==> config.mk <==
export PLATFORM = sky130hd
export DESIGN_NAME = hazard_controller
export DESIGN_NICKNAME = d
export VERILOG_FILES = /design/src/rtl/hazard_pkg.sv /design/src/rtl/forward_unit.sv /design/src/rtl/hazard_controller.sv
export SDC_FILE = /design/constraint.sdc
export NUM_CORES = 1
export LEC_CHECK = 0
export CAP_MARGIN = 40
export CORE_AREA = 2 2 74 76
export DETAILED_ROUTE_END_ITERATION = 7
export DIE_AREA = 0 0 76 78
export HOLD_SLACK_MARGIN = 0.06
export MAX_ROUTING_LAYER = met4
export PLACE_DENSITY = 0.78
export SYNTH_ARGS = -nofsm -noshare
export SYNTH_HDL_FRONTEND = slang
export SYNTH_HIERARCHICAL = 1
export SYNTH_SLANG_ARGS = --single-unit
==> constraint.sdc <==
create_clock -name clk -period 2.6 [get_ports clk]
set_clock_uncertainty 0.15 [all_clocks]
set_input_delay 0.39 -clock clk [delete_from_list [all_inputs] [get_ports clk]]
set_output_delay 0.39 -clock clk [all_outputs]
set_load 0.02 [all_outputs]
==> src/rtl/hazard_pkg.sv <==
// Shared types and constants for the pipeline hazard controller.
// Latency: n/a (declarations only).
// Backpressure: n/a; holds the FSM state type, forward selects, load marker, counter width.
package hazard_pkg;

    typedef enum logic [1:0] {
        RUN      = 2'd0,
        MUL_BUSY = 2'd1,
        MUL_DONE = 2'd2
    } state_e;

    // EX operand source selects
    localparam logic [1:0] FWD_RF  = 2'b00;
    localparam logic [1:0] FWD_WB  = 2'b01;
    localparam logic [1:0] FWD_MEM = 2'b10;

    // ResultSrcE encoding that identifies a load in EX
    localparam logic [1:0] RESULT_SRC_LOAD = 2'b01;

    localparam int COUNT_W = 16;

    // Increment that sticks at all-ones instead of wrapping
    function automatic logic [COUNT_W-1:0] sat_inc(input logic [COUNT_W-1:0] v);
        return (&v) ? v : v + COUNT_W'(1);
    endfunction

endpackage

==> src/rtl/forward_unit.sv <==
// Operand forwarding select for one EX source register.
// Latency: purely combinational, zero cycles.
// Backpressure: none; ports rs_i (EX source), rd_m_i/reg_write_m_i, rd_w_i/reg_write_w_i -> fwd_o.
module forward_unit
    import hazard_pkg::*;
(
    input  logic [4:0] rs_i,
    input  logic [4:0] rd_m_i,
    input  logic       reg_write_m_i,
    input  logic [4:0] rd_w_i,
    input  logic       reg_write_w_i,
    output logic [1:0] fwd_o
);

    // MEM is checked first: it holds the younger, more recent write.
    // x0 is never forwarded since writes to it are discarded.
    always_comb begin
        fwd_o = FWD_RF;
        if (reg_write_m_i && (rd_m_i != 5'd0) && (rd_m_i == rs_i)) begin
            fwd_o = FWD_MEM;
        end else if (reg_write_w_i && (rd_w_i != 5'd0) && (rd_w_i == rs_i)) begin
            fwd_o = FWD_WB;
        end
    end

endmodule

==> src/rtl/hazard_controller.sv <==
// Pipeline hazard controller: forwarding, load-use stall, branch flush, multi-cycle unit sequencing.
// Latency: all stall/flush/forward/MulStart outputs are combinational (zero cycles); counters update on posedge clk.
// Backpressure: a multi-cycle op freezes F/D/E and bubbles MEM until MulDoneE; branches override load-use stalls.
module hazard_controller
    import hazard_pkg::*;
(
    input  logic               clk,
    input  logic               reset,
    input  logic [4:0]         Rs1D,
    input  logic [4:0]         Rs2D,
    input  logic [4:0]         Rs1E,
    input  logic [4:0]         Rs2E,
    input  logic [4:0]         RdE,
    input  logic [1:0]         ResultSrcE,
    input  logic               PCSrcE,
    input  logic [4:0]         RdM,
    input  logic [4:0]         RdW,
    input  logic               RegWriteM,
    input  logic               RegWriteW,
    input  logic               MulReqE,
    input  logic               MulDoneE,
    output logic [1:0]         ForwardAE,
    output logic [1:0]         ForwardBE,
    output logic               StallF,
    output logic               StallD,
    output logic               StallE,
    output logic               FlushD,
    output logic               FlushE,
    output logic               FlushM,
    output logic               MulStart,
    output logic [COUNT_W-1:0] StallCount,
    output logic [COUNT_W-1:0] FlushCount
);

    state_e               state_q, state_d;
    logic [COUNT_W-1:0]   stall_cnt_q;
    logic [COUNT_W-1:0]   flush_cnt_q;
    logic                 lw_stall;

    forward_unit u_fwd_a (
        .rs_i          (Rs1E),
        .rd_m_i        (RdM),
        .reg_write_m_i (RegWriteM),
        .rd_w_i        (RdW),
        .reg_write_w_i (RegWriteW),
        .fwd_o         (ForwardAE)
    );

    forward_unit u_fwd_b (
        .rs_i          (Rs2E),
        .rd_m_i        (RdM),
        .reg_write_m_i (RegWriteM),
        .rd_w_i        (RdW),
        .reg_write_w_i (RegWriteW),
        .fwd_o         (ForwardBE)
    );

    assign lw_stall = (ResultSrcE == RESULT_SRC_LOAD) && (RdE != 5'd0) &&
                      ((RdE == Rs1D) || (RdE == Rs2D));

    always_comb begin
        state_d  = state_q;
        StallF   = 1'b0;
        StallD   = 1'b0;
        StallE   = 1'b0;
        FlushD   = 1'b0;
        FlushE   = 1'b0;
        FlushM   = 1'b0;
        MulStart = 1'b0;
        if (reset) begin
            // Stalls and the multi-cycle handshake are suppressed in reset,
            // but the D/E bubbles still reflect the current hazards.
            FlushD  = PCSrcE;
            FlushE  = PCSrcE | lw_stall;
            state_d = RUN;
        end else begin
            case (state_q)
                RUN: begin
                    // A taken branch squashes the younger instructions, so it
                    // outranks both a load-use stall and a multi-cycle start.
                    if (PCSrcE) begin
                        FlushD = 1'b1;
                        FlushE = 1'b1;
                    end else if (MulReqE) begin
                        MulStart = 1'b1;
                        StallF   = 1'b1;
                        StallD   = 1'b1;
                        StallE   = 1'b1;
                        FlushM   = 1'b1;
                        state_d  = MUL_BUSY;
                    end else if (lw_stall) begin
                        StallF = 1'b1;
                        StallD = 1'b1;
                        FlushE = 1'b1;
                    end
                end
                MUL_BUSY: begin
                    StallF = 1'b1;
                    StallD = 1'b1;
                    StallE = 1'b1;
                    FlushM = 1'b1;
                    if (MulDoneE) begin
                        state_d = MUL_DONE;
                    end
                end
                MUL_DONE: begin
                    // Single release cycle: the finished op leaves EX. MulReqE
                    // still reflects that op, so it must not retrigger here.
                    state_d = RUN;
                end
                default: begin
                    state_d = RUN;
                end
            endcase
        end
    end

    always_ff @(posedge clk) begin
        if (reset) begin
            state_q     <= RUN;
            stall_cnt_q <= '0;
            flush_cnt_q <= '0;
        end else begin
            state_q <= state_d;
            if (StallF) begin
                stall_cnt_q <= sat_inc(stall_cnt_q);
            end
            if (FlushE) begin
                flush_cnt_q <= sat_inc(flush_cnt_q);
            end
        end
    end

    assign StallCount = stall_cnt_q;
    assign FlushCount = flush_cnt_q;

endmodule
==> results.sh <==
export IMPL_status="finished clean"
export IMPL_n_antenna_cell=0
export IMPL_gp_congestion=0.8585
export IMPL_clk_pin_slew_ns=0.07
export IMPL_p_leak_uw=0.001168
export IMPL_powerDensity_mw_per_mm2=360.0
export IMPL_grt_max_degree=34
export IMPL_crit_type="in2reg"
export IMPL_final_setup_viol_count=0
export IMPL_die_area_sq_mm=0.005928
export IMPL_maxCapViolCount=0
export IMPL_drive_above_1_share_pct=13.66
export IMPL_htree_levels=2
export IMPL_cts_max_path_buffers=2
export IMPL_cts_sinks=34
export IMPL_cp_max_fo=13
export IMPL_num_vias=2280
export IMPL_yosysUniqueCellTypes=43
export IMPL_hold_viol_final=0
export IMPL_start_kind="input port"
export IMPL_ant_nets=0
export IMPL_fin_setup_tns_ns=0
export IMPL_layout_commonest_cell="clkdlybuf4s50_1"
export IMPL_insertion_delay_ns=0.29
export IMPL_synth_area_mux_share_pct=1.585
export IMPL_fin_nets=412
export IMPL_die_x_microns=76
export IMPL_maxSlewHeadroom_pct=65.25
export IMPL_vdd_ir_drop_worst_mv=0.3010
export IMPL_viasPerCell=5.229
export IMPL_drtPass1Iterations=4
export IMPL_start_util_pct=42.26
export IMPL_track_usage_pct=21.30
export IMPL_wire_per_inst_microns=13.83
export IMPL_ys_seq_area_share_pct=31.94
export IMPL_grt_overflow_total=0
export IMPL_rows=26
export IMPL_required_ns=2.67
export IMPL_tightestPinTransition_ns=0.5173
export IMPL_final_core_util_pct=65.26
export IMPL_syn_inst=262
export IMPL_syn_area_per_cell_sq_um=8.133
export IMPL_synth_xor_area_share_pct=19.73
export IMPL_ys_ff_latch=34
export IMPL_drt_iter0_markers=59
export IMPL_numCtsBuffers=5
export IMPL_layout_common_cells="clkdlybuf4s50_1, nor2_1, dfxtp_1"
export IMPL_cts_tree="done"
export IMPL_synth_compound_area_share_pct=11.10
export IMPL_synth_fa_ha_area_share_pct=1.174
export IMPL_critPathCaptureType="flop"
export IMPL_io_buffers=86
export IMPL_post_route_period_util_pct=97.92
export IMPL_slew_viol_final=0
export IMPL_yosysWarnings=6
export IMPL_synth_top_family_by_area="simple AND/OR/NAND/NOR gates"
export IMPL_min_period_ns=2.546
export IMPL_ios=87
export IMPL_totalWireLength_microns=6030
export IMPL_synth_area_sq_mm=0.002131
export IMPL_root_buffer="clkbuf_8"
export IMPL_antenna_found_initial=0
export IMPL_grt_pass1_wl_microns=10070
export IMPL_hold_path_class="reg2reg"
export IMPL_fill_cells=439
export IMPL_hpwl_microns=4493
export IMPL_synth_nets=308
export IMPL_cp_arrival_ns=2.62
export IMPL_syn2layout_area_growth_pct=54.43
export IMPL_drc_errors=0
export IMPL_fmax_mhz=392.8
export IMPL_coreArea_sq_mm=0.005042
export IMPL_die_h_microns=78
export IMPL_grt_pass1_vias=2134
export IMPL_synth_simple_area_share_pct=31.53
[what timing repair did]
action / 4_1_cts / 5_1_grt
pin swaps: 3 / 6
setup buffers: 1 / 1
setup endpoints to repair: 11 / 10
hold buffers: 0 / 0
gates resized for setup: 29 / 9
hold endpoints to repair: 0 / 0
[registers in the layout, indices dropped and copies added, names as in the netlist]
register	cells
FlushCount	16
state_q	2
StallCount	16
[cell type report]
cell class                 instances  area, sq um  share of cell area [%]
sequential                        34        680.7                   20.68
multi-input combinational        214         1423                   43.23
tap                               70        87.58                   2.662
clock buffer                       7        76.32                   2.319
timing repair buffer             107         1008                   30.65
inverter                           4        15.01                  0.4563
[path summary, 6_finish.rpt]
check	startpoint	end	slack [ns]	depth (start not counted)
max	Rs1D[1]	FlushCount[11]$_SDFFE_PP0P_	0.05	9
min	state_q[1]$_SDFFE_PP0P_	state_q[0]$_SDFFE_PP0P_	0.37	1
max reg2reg	StallCount[0]$_SDFFE_PP0P_	StallCount[5]$_SDFFE_PP0P_	0.23	9
min reg2reg	state_q[1]$_SDFFE_PP0P_	state_q[0]$_SDFFE_PP0P_	0.37	1
[through the flow]
step	total power, uW	instance area (sq um)	hold WS [ns]	cells	setup slack (ns)
after floorplan	668.8	2136	0.3082	262	0.2319
after CTS	1188	3266	0.3658	435	0.005152
after detailed placement	822.4	3192	0.3449	427	-0.4787
final	1185	3291	0.3709	436	0.05404
after global routing	1238	3291	0.3915	436	-0.0007705
after global placement	818.0	3192	0.3432	427	-0.4899
[synth_stat cells, drive strengths merged]
cell	instances	area [sq um]
nor4	8	50.05
a2bb2oi	1	15.01
nor3b	1	7.510
clkbuf	6	23.77
nand2b	1	6.260
o41ai	3	41.29
or2	1	6.260
nor3	19	110.1
and4	3	26.28
or3	5	31.28
nand3	18	90.09
a311oi	1	8.760
inv	4	15.01
nor4b	2	17.52
o31ai	2	15.01
and2	2	12.51
a41oi	1	8.760
o21ba	1	10.01
nor2b	4	25.02
or4b	1	10.01
xor2	21	183.9
ha	2	25.02
nand4	4	25.02
xnor2	27	236.5
a22oi	1	7.510
nand4b	1	8.760
buf	4	23.76
dfxtp	34	680.7
a21oi	10	50.05
o21bai	1	11.26
nand2	17	63.81
a211oi	2	25.02
mux2	3	33.78
nor2	36	135.1
o21ai	7	35.03
and3	5	31.28
a211o	1	8.760
or4	2	15.01
[worst max-delay path, cell delays in order]
cell	delay, ns
clkdlybuf4s50_1	0.42
xor2_1	0.16
nor3_2	0.23
a22oi_2	0.13
o21ba_4	0.24
buf_6	0.14
or2_4	0.25
or4_1	0.50
a21oi_2	0.15
[cells by family (layout without fill, tap and decap cells)]
logic type / Yosys count / after routing
xor gates and xnor gates: 48 / 48
AOI/OAI and AO/OA: 31 / 31
muxes: 3 / 3
DFF: 34 / 34
buffers and inverters: 14 / 118
adders and majority gates: 2 / 2
and+or+nand+nor: 130 / 130
[where the power goes]
| group | switching, uW | leakage (uW) | total [uW] | internal (uW) |
|---|---|---|---|---|
| clock network | 184 | 0.0000383 | 368 | 184 |
| logic | 128 | 0.000855 | 277 | 149 |
| registers | 11.0 | 0.000275 | 539 | 528 |
[metal layers]
metal	vias to the layer above	global-route usage [%]	wire [microns]
li1	1134	-	-
met1	1036	27.23	2870
met2	102	34.20	2667
met3	8	4.651	415
met4	0	6.000	76
met5	-	-	0
No activity file was read; power rests on OpenSTA's default activity.
